==> src/rtl/fp16_to_fp32_cvt.sv <==
// FP16 -> FP32 widening stage behind the FP16 multiplier, with valid/ready on both sides.
// Define FP16CVT_FTZ_EN to flush subnormal inputs to signed zero instead of normalising them.
module fp16_to_fp32_cvt #(
  parameter int unsigned BIAS16 = 15,
  parameter int unsigned BIAS32 = 127
) (
  input  logic        clk,
  input  logic        reset,
  input  logic        in_valid,
  output logic        in_ready,
  input  logic [31:0] in_data,
  input  logic [3:0]  in_flags,
  output logic        out_valid,
  input  logic        out_ready,
  output logic [31:0] out_data,
  output logic [3:0]  out_flags,
  output logic        busy
);

  localparam logic [7:0] EXP_ADJ  = 8'(BIAS32 - BIAS16);
  localparam logic [7:0] SUB_BASE = 8'(BIAS32 - BIAS16 + 1);

`ifdef FP16CVT_FTZ_EN
  typedef enum logic [1:0] {IDLE, DONE} state_t;
`else
  typedef enum logic [1:0] {IDLE, NORM, DONE} state_t;
`endif

  state_t      state, stateNext, classNext;
  logic        inXfer, outXfer;
  logic        sIn;
  logic [4:0]  eIn;
  logic [9:0]  fIn;
  logic [31:0] fastData;
  logic [31:0] outData;
  logic [3:0]  outFlags;
  logic [18:0] unusedBits;

`ifndef FP16CVT_FTZ_EN
  logic        isSub;
  logic        sReg, ovfReg;
  logic [9:0]  mReg;
  logic [3:0]  kReg, kNext;
  logic [10:0] mShift;
  logic [31:0] normData;
`endif

  function automatic logic [3:0] mkFlags(input logic ovf, input logic [31:0] d);
    return {ovf, d[30:0] == '0, 1'b0, d[31]};
  endfunction

  assign unusedBits = {in_data[31:16], in_flags[2:0]};
  assign sIn        = in_data[15];
  assign eIn        = in_data[14:10];
  assign fIn        = in_data[9:0];
  assign inXfer     = in_valid && in_ready;
  assign outXfer    = out_valid && out_ready;

  // Single-cycle path; e==0 falls through to signed zero (also the FTZ result).
  always_comb begin
    fastData = {sIn, 31'b0};
    if (eIn == 5'd31) begin
      if (fIn == '0) fastData = {sIn, 8'hFF, 23'b0};
      else           fastData = {sIn, 8'hFF, 1'b1, fIn[8:0], 13'b0};
    end else if (eIn != '0) begin
      fastData = {sIn, {3'b000, eIn} + EXP_ADJ, fIn, 13'b0};
    end
  end

`ifndef FP16CVT_FTZ_EN
  assign isSub  = (eIn == '0) && (fIn != '0);
  assign mShift = {mReg, 1'b0};
  assign kNext  = kReg + 4'd1;
  // Result is formed from the post-shift mantissa so DONE is entered with it already registered.
  assign normData = {sReg, SUB_BASE - {4'b0000, kNext}, mShift[9:0], 13'b0};
`endif

  always_ff @(posedge clk) begin
    if (reset) state <= IDLE;
    else       state <= stateNext;
  end

  always_comb begin
`ifdef FP16CVT_FTZ_EN
    classNext = DONE;
`else
    classNext = isSub ? NORM : DONE;
`endif
    stateNext = state;
    unique case (state)
      IDLE: if (inXfer) stateNext = classNext;
`ifndef FP16CVT_FTZ_EN
      NORM: if (mShift[10]) stateNext = DONE;
`endif
      DONE: begin
        if (inXfer)       stateNext = classNext;
        else if (outXfer) stateNext = IDLE;
      end
      default: stateNext = IDLE;
    endcase
  end

  always_comb begin
    in_ready  = (state == IDLE) || ((state == DONE) && out_ready);
    out_valid = (state == DONE);
`ifdef FP16CVT_FTZ_EN
    busy      = 1'b0;
`else
    busy      = (state == NORM);
`endif
  end

  always_ff @(posedge clk) begin
    if (reset) begin
      outData  <= '0;
      outFlags <= '0;
`ifndef FP16CVT_FTZ_EN
      mReg     <= '0;
      kReg     <= '0;
      sReg     <= 1'b0;
      ovfReg   <= 1'b0;
`endif
    end else if (inXfer) begin
`ifdef FP16CVT_FTZ_EN
      outData  <= fastData;
      outFlags <= mkFlags(in_flags[3], fastData);
`else
      sReg   <= sIn;
      ovfReg <= in_flags[3];
      mReg   <= fIn;
      kReg   <= '0;
      if (!isSub) begin
        outData  <= fastData;
        outFlags <= mkFlags(in_flags[3], fastData);
      end
`endif
    end
`ifndef FP16CVT_FTZ_EN
    else if (state == NORM) begin
      mReg <= mShift[9:0];
      kReg <= kNext;
      if (mShift[10]) begin
        outData  <= normData;
        outFlags <= mkFlags(ovfReg, normData);
      end
    end
`endif
  end

  assign out_data  = outData;
  assign out_flags = outFlags;

endmodule
==> config.mk <==
export PLATFORM = sky130hd
export DESIGN_NAME = fp16_to_fp32_cvt
export DESIGN_NICKNAME = d
export VERILOG_FILES = /design/src/rtl/fp16_to_fp32_cvt.sv
export SDC_FILE = /design/constraint.sdc
export NUM_CORES = 1
export LEC_CHECK = 0
export BUFFER_PORTS_ARGS = -buffer_cell sky130_fd_sc_hd__buf_2
export CORE_UTILIZATION = 40
export CTS_CLUSTER_SIZE = 20
export DETAILED_ROUTE_END_ITERATION = 16
export HOLD_SLACK_MARGIN = 0.12
export PLACE_DENSITY = 0.76
export SLEW_MARGIN = 5
export SYNTH_ARGS = -nofsm -noshare
export SYNTH_HDL_FRONTEND = slang
export SYNTH_SLANG_ARGS = --single-unit
==> constraint.sdc <==
create_clock -name clk -period 1.8 [get_ports clk]
set_clock_uncertainty 0.15 [all_clocks]
set_input_delay 0.18 -clock clk [delete_from_list [all_inputs] [get_ports clk]]
set_output_delay 0.18 -clock clk [all_outputs]
set_load 0.02 [all_outputs]
# --- After elaboration in Yosys (flattened, before gate mapping) ---
# Cells that the tools add are included.
word_totals:
  elab_cells: 52
  inputBits: 40
  regBits: 54
  output_inout_bits: 39
op_classes:
  mux: 19
  addsub: 3
  n_eq_ne: 7
  reduce_logical: 16
op_table:
  columns: ["cell", "count"]
  rows:
  - ["32-bit 2-to-1 mux", 4]
  - ["31-bit logical NOT", 2]
  - ["31-bit 2-to-1 mux", 2]
  - ["23-bit 2-to-1 mux", 1]
  - ["10-bit 2-to-1 mux", 2]
  - ["4-bit 2-to-1 mux", 4]
  - ["10-bit logical NOT", 1]
  - ["2-bit 2-to-1 mux", 5]
  - ["10-bit nonzero test", 1]
  - ["5-bit by 7-bit adder with 8-bit output, second input constant", 1]
  - ["7-bit by 4-bit subtractor with 8-bit output, first input constant", 1]
  - ["2-bit one-hot mux with 3 select lines", 1]
  - ["3-bit AND reduction", 2]
  - ["5-bit == test, second input constant", 1]
  - ["5-bit logical NOT", 1]
  - ["5-bit nonzero test", 1]
  - ["4-bit by 1-bit adder with 4-bit output, second input constant", 1]
  - ["2-bit inequality test, second input constant", 2]
  - ["2-bit nonzero test", 2]
  - ["1-bit logical AND", 3]
  - ["3-bit by 1-bit inequality test with 1-bit output, second input constant", 1]
  - ["2-bit by 1-bit == test with 1-bit output, second input constant", 1]
  - ["2-bit == test, second input constant", 1]
  - ["2-bit logical NOT", 1]
  - ["3 further kinds", 3]

# --- Longest topological paths before layout ---
logic_depth:
  word_depth: 6
  ltp_mapped: 9
  ltp_nobuf: 8

# --- Worst setup path before layout ---
# No wires, ideal clock.
synth_path:
  path_type: "input to register"
  startpoint: "in in_data[5]"
  endpoint: "reg outData[27], in the netlist out_data[27]"
  slack_ps: -189
  setup_ps: 69
  t_required_ps: 1581
  path_stages: 5
  arrival_ps: 1771
  path_buffers: 0
  cell_sequence: "or4_4 -> nor4_4 -> o22ai_4 -> or3_1 -> o21ai_1"
synth_via:
  elab_chain_len: 4
synth_lines:
  columns: ["element", "line", "text"]
  rows:
  - ["from (decl)", "11", "input logic [31:0] in_data,"]
  - ["10-bit nonzero test", "71", "assign isSub = (eIn == '0) && (fIn != '0);"]
  - ["1-bit logical AND", "71", null]
  - ["2-bit inequality test (no source line)", null, null]
  - ["3-bit AND reduction (no source line)", null, null]
  - ["to (signal assigned)", "133", "outData <= fastData;"]
  - ["to (signal assigned)", "143", "outData <= normData;"]
  - ["to (decl)", "35", "logic [31:0] outData;"]
# Every way passes these cells.
# A chain may end at the register's enable or synchronous reset.

# --- Worst setup path after layout ---
layout_path:
  startpoint: "in in_data[3]"
  endpoint: "reg outData[17], in the netlist out_data[17]"
layout_via:
  elab_chain_len: 5
  elab_cells_between_ends: 9
  cone_classes: "eq/ne: 1; mux: 4; reduce/logical: 4"
layout_lines:
  columns: ["element", "line", "text"]
  rows:
  - ["10-bit logical NOT", "63", "if (fIn == '0) fastData = {sIn, 8'hFF, 23'b0};"]
  - ["23-bit 2-to-1 mux", "63", null]
  - ["31-bit 2-to-1 mux", "62", "if (eIn == 5'd31) begin"]
  - ["32-bit 2-to-1 mux", "132", "if (!isSub) begin"]
  - ["32-bit 2-to-1 mux", "123", "end else if (inXfer) begin"]
# Several ways; a longest one is shown, not always the timed one. The select of a mux whose other input is x is not followed.

==> flow_metrics.env <==
export IMPL_place_hpwl_mm=3.49
export IMPL_synth_edf_count=0
export IMPL_async_flop_share=0
export IMPL_slowest_delay_ps=540
export IMPL_first_pass_iters=4
export IMPL_drv_slew=0
export IMPL_cellLeakagePower_nw=1.15
export IMPL_grt_max_degree=42
export IMPL_avgSynthCellArea_um2=8.49
export IMPL_gp_congestion=0.907
export IMPL_worstSkewPairLatency_ps=300
export IMPL_power_density_nw_per_um2=751
export IMPL_vias=1944
export IMPL_rr_worst_depth=4
export IMPL_rsz0062_at_grt="yes"
export IMPL_crit_required_ps=1810
export IMPL_start_util=0.421
export IMPL_cp_startpoint="in_data[3]"
export IMPL_synth_cell_type_count=44
export IMPL_rr_startpoint="state[0]$_SDFFE_PP0P_"
export IMPL_grt_overflow=0
export IMPL_final_hold_violation_count=0
export IMPL_grt_met2_usage=0.345
export IMPL_finalSetupViolCount=2
export IMPL_regArea_um2=764
export IMPL_setup_ws_ps=-17.2
export IMPL_cts_clk_slew_worst_paths_ps=80
export IMPL_synth_ff_type="dfxtp_1"
export IMPL_worst_path_max_delay_cell="or4_4"
export IMPL_final_common_cell="buf_2"
export IMPL_cts_tree="yes"
export IMPL_period_share=1.01
export IMPL_crit_path_cell_trace="buf_6 -> or4_4 -> nor4_4 -> buf_6 -> o22ai_4 -> buf_12 -> a222oi_1 -> nor2_1"
export IMPL_drive_above_1_share=0.377
export IMPL_grt_pass1_wl_mm=8.40
export IMPL_cp_max_fo=6
export IMPL_remaining_drc_errors=0
export IMPL_min_path_cells=4
export IMPL_grt_pass1_vias=1749
export IMPL_cts_root_buf="clkbuf_8"
export IMPL_busiest_layer="met2"
export IMPL_start_kind="input port"
export IMPL_crit_path_end_kind="register"
export IMPL_wl_per_cell_um=14.4
export IMPL_ys_ff_latch=38
export IMPL_die_w_um=70.2
export IMPL_fin_crit_ps=1820
export IMPL_cp_arrival_ps=1830
export IMPL_drtIter0Drc=165
export IMPL_htreeDepth=2
export IMPL_fp_coreArea_um2=4410
export IMPL_final_cell_mix="buf_2 (43), dfxtp_1 (35), buf_4 (34)"
export IMPL_fillers=365
export IMPL_syn_cell_area_um2=1860
export IMPL_post_place_ws_ps=-349
export IMPL_final_nets=346
export IMPL_ant_nets=0
export IMPL_wl_mm=5.16
export IMPL_max_cap_violations=0
export IMPL_port_buffers=45
export IMPL_violations="setup timing"
export IMPL_hold_path_class="input port to register"
export IMPL_cts_path_max_buffers=2
export IMPL_antenna_found_initial=0
export IMPL_r2r_end="out_data[23]$_SDFFE_PP0P_"
export IMPL_grt_util_met1=0.290
export IMPL_area_delta_synth_final_pct=42.5
export IMPL_via_per_inst=5.45
export IMPL_synthCells=219
export IMPL_ir_worst_vdd_uv=397
export IMPL_multi_input_area_um2=1040
export IMPL_die_area_um2=4920
export IMPL_fmax_ghz=0.550
export IMPL_grt_usage=0.221
export IMPL_crit_type="input port to register"
export IMPL_grt_use_met3=0.0620
export IMPL_numCtsBuffers=5
export IMPL_tightest_slew_ps=705
export IMPL_yosys_warnings=0
export IMPL_crit_end="out_data[17]$_SDFFE_PP0P_"
export IMPL_r2r_setup_slack_ps=-10
export IMPL_numClockSinks=38
export IMPL_slew_headroom=0.530
export IMPL_fin_util=0.600
export IMPL_yosysSeqAreaShare=0.409
export IMPL_crit_top_cell="buf_6"
export IMPL_status="finished with violations"
export IMPL_antenna_cells=0
export IMPL_dieHeight_um=70.2
export IMPL_rows=24
export IMPL_ios=79
==> layout make-up <==
class / count / area share
flip-flops and latches: 38 / 0.288
well taps: 52 / 0.0246
repair buffers: 94 / 0.255
inverters: 3 / 0.00425
clock inverters: 2 / 0.00472
multi-input cells: 162 / 0.391
clock buffers: 6 / 0.0312
==> cell families (layout without fill, tap and decap cells) <==
logic type	after synthesis	count (layout)	synth area share
compound gates	45	45	0.190
flops	38	38	0.409
other cells	1	14	0.00202
simple gates	92	92	0.240
buf+inv	32	105	0.100
fa+ha+maj	2	2	0.0135
mux	3	3	0.0162
xor+xnor	6	6	0.0283
==> cell usage after synthesis, types with 2 or more instances <==
master | number | area, µm²
a221oi_1 | 3 | 26.3
o31ai_1 | 2 | 15.0
xnor2_1 | 4 | 35.0
or4_1 | 2 | 15.0
a21oi_1 | 7 | 35.0
a211oi_1 | 2 | 15.0
nand3_1 | 4 | 20.0
buf_4 | 17 | 128
a222oi_1 | 4 | 40.0
ha_1 | 2 | 25.0
dfxtp_1 | 38 | 761
inv_1 | 3 | 11.3
nand2_1 | 28 | 105
nor2_1 | 32 | 120
or3_1 | 2 | 12.5
a22oi_1 | 6 | 45.0
mux2i_1 | 3 | 30.0
xor2_1 | 2 | 17.5
buf_2 | 2 | 10.0
nand3b_1 | 4 | 30.0
o21ai_0 | 3 | 15.0
clkbuf_1 | 9 | 33.8
nor3_1 | 9 | 45.0
nor2b_1 | 2 | 12.5
nand2b_1 | 2 | 12.5
a311oi_1 | 9 | 78.8
==> critical path, delay by kind of cell <==
family,cells,cell delay (ps)
simple gates,3,840
buf+inv,3,420
compound gates,2,400
==> registers in the layout, summed over array words and instances, names as in the netlist <==
| signal | count |
|---|---|
| mReg | 10 |
| kReg | 4 |
| out_data | 17 |
| sReg | 1 |
| ovfReg | 1 |
| out_flags | 3 |
| state | 2 |
==> how the worst min path moves through the flow <==
stage	end	start	slack, ps
floorplan	mReg[0]$_SDFFE_PP0P_	in_data[0]	170
global placement	sReg$_SDFFE_PP0N_	in_data[15]	300
detailed placement	sReg$_SDFFE_PP0N_	in_data[15]	300
CTS	out_data[25]$_SDFFE_PP0P_	in_data[12]	120
global route	out_data[23]$_SDFFE_PP0P_	in_data[10]	130
finish	out_data[25]$_SDFFE_PP0P_	in_data[12]	130
==> metrics by stage <==
stage	hold WS (ps)	area (µm²)	power, mW	setup TNS [ps]	instances
after floorplan	166	1920	1.19	-2360	232
after global placement	298	2300	1.31	-4770	335
after detailed placement	302	2300	1.32	-5540	335
after CTS	122	2570	1.97	0	356
after global routing	131	2650	2.08	-327	357
final	128	2650	1.99	-23.1	357
==> report_power, final <==
part	switching, mW	internal (mW)	leakage, nW	total, mW
clock	0.314	0.308	0.0472	0.621
combinational	0.241	0.197	0.791	0.438
sequential	0.0356	0.894	0.314	0.930
total	0.590	1.40	1.15	1.99
==> repair_timing <==
action                     CTS  global route
pin swaps                    2             9
hold endpoints to repair    12             0
resized for setup           13            15
hold buffers                 9             0
buffers inserted             4             1
setup endpoints to repair   22            26
==> metal layers <==
metal	wire length, µm	part of all wire
met1	2290	0.44
met2	2450	0.48
met3	334	0.065
met4	80	0.016
met5	0	0
(Power assumes the default switching activity.)
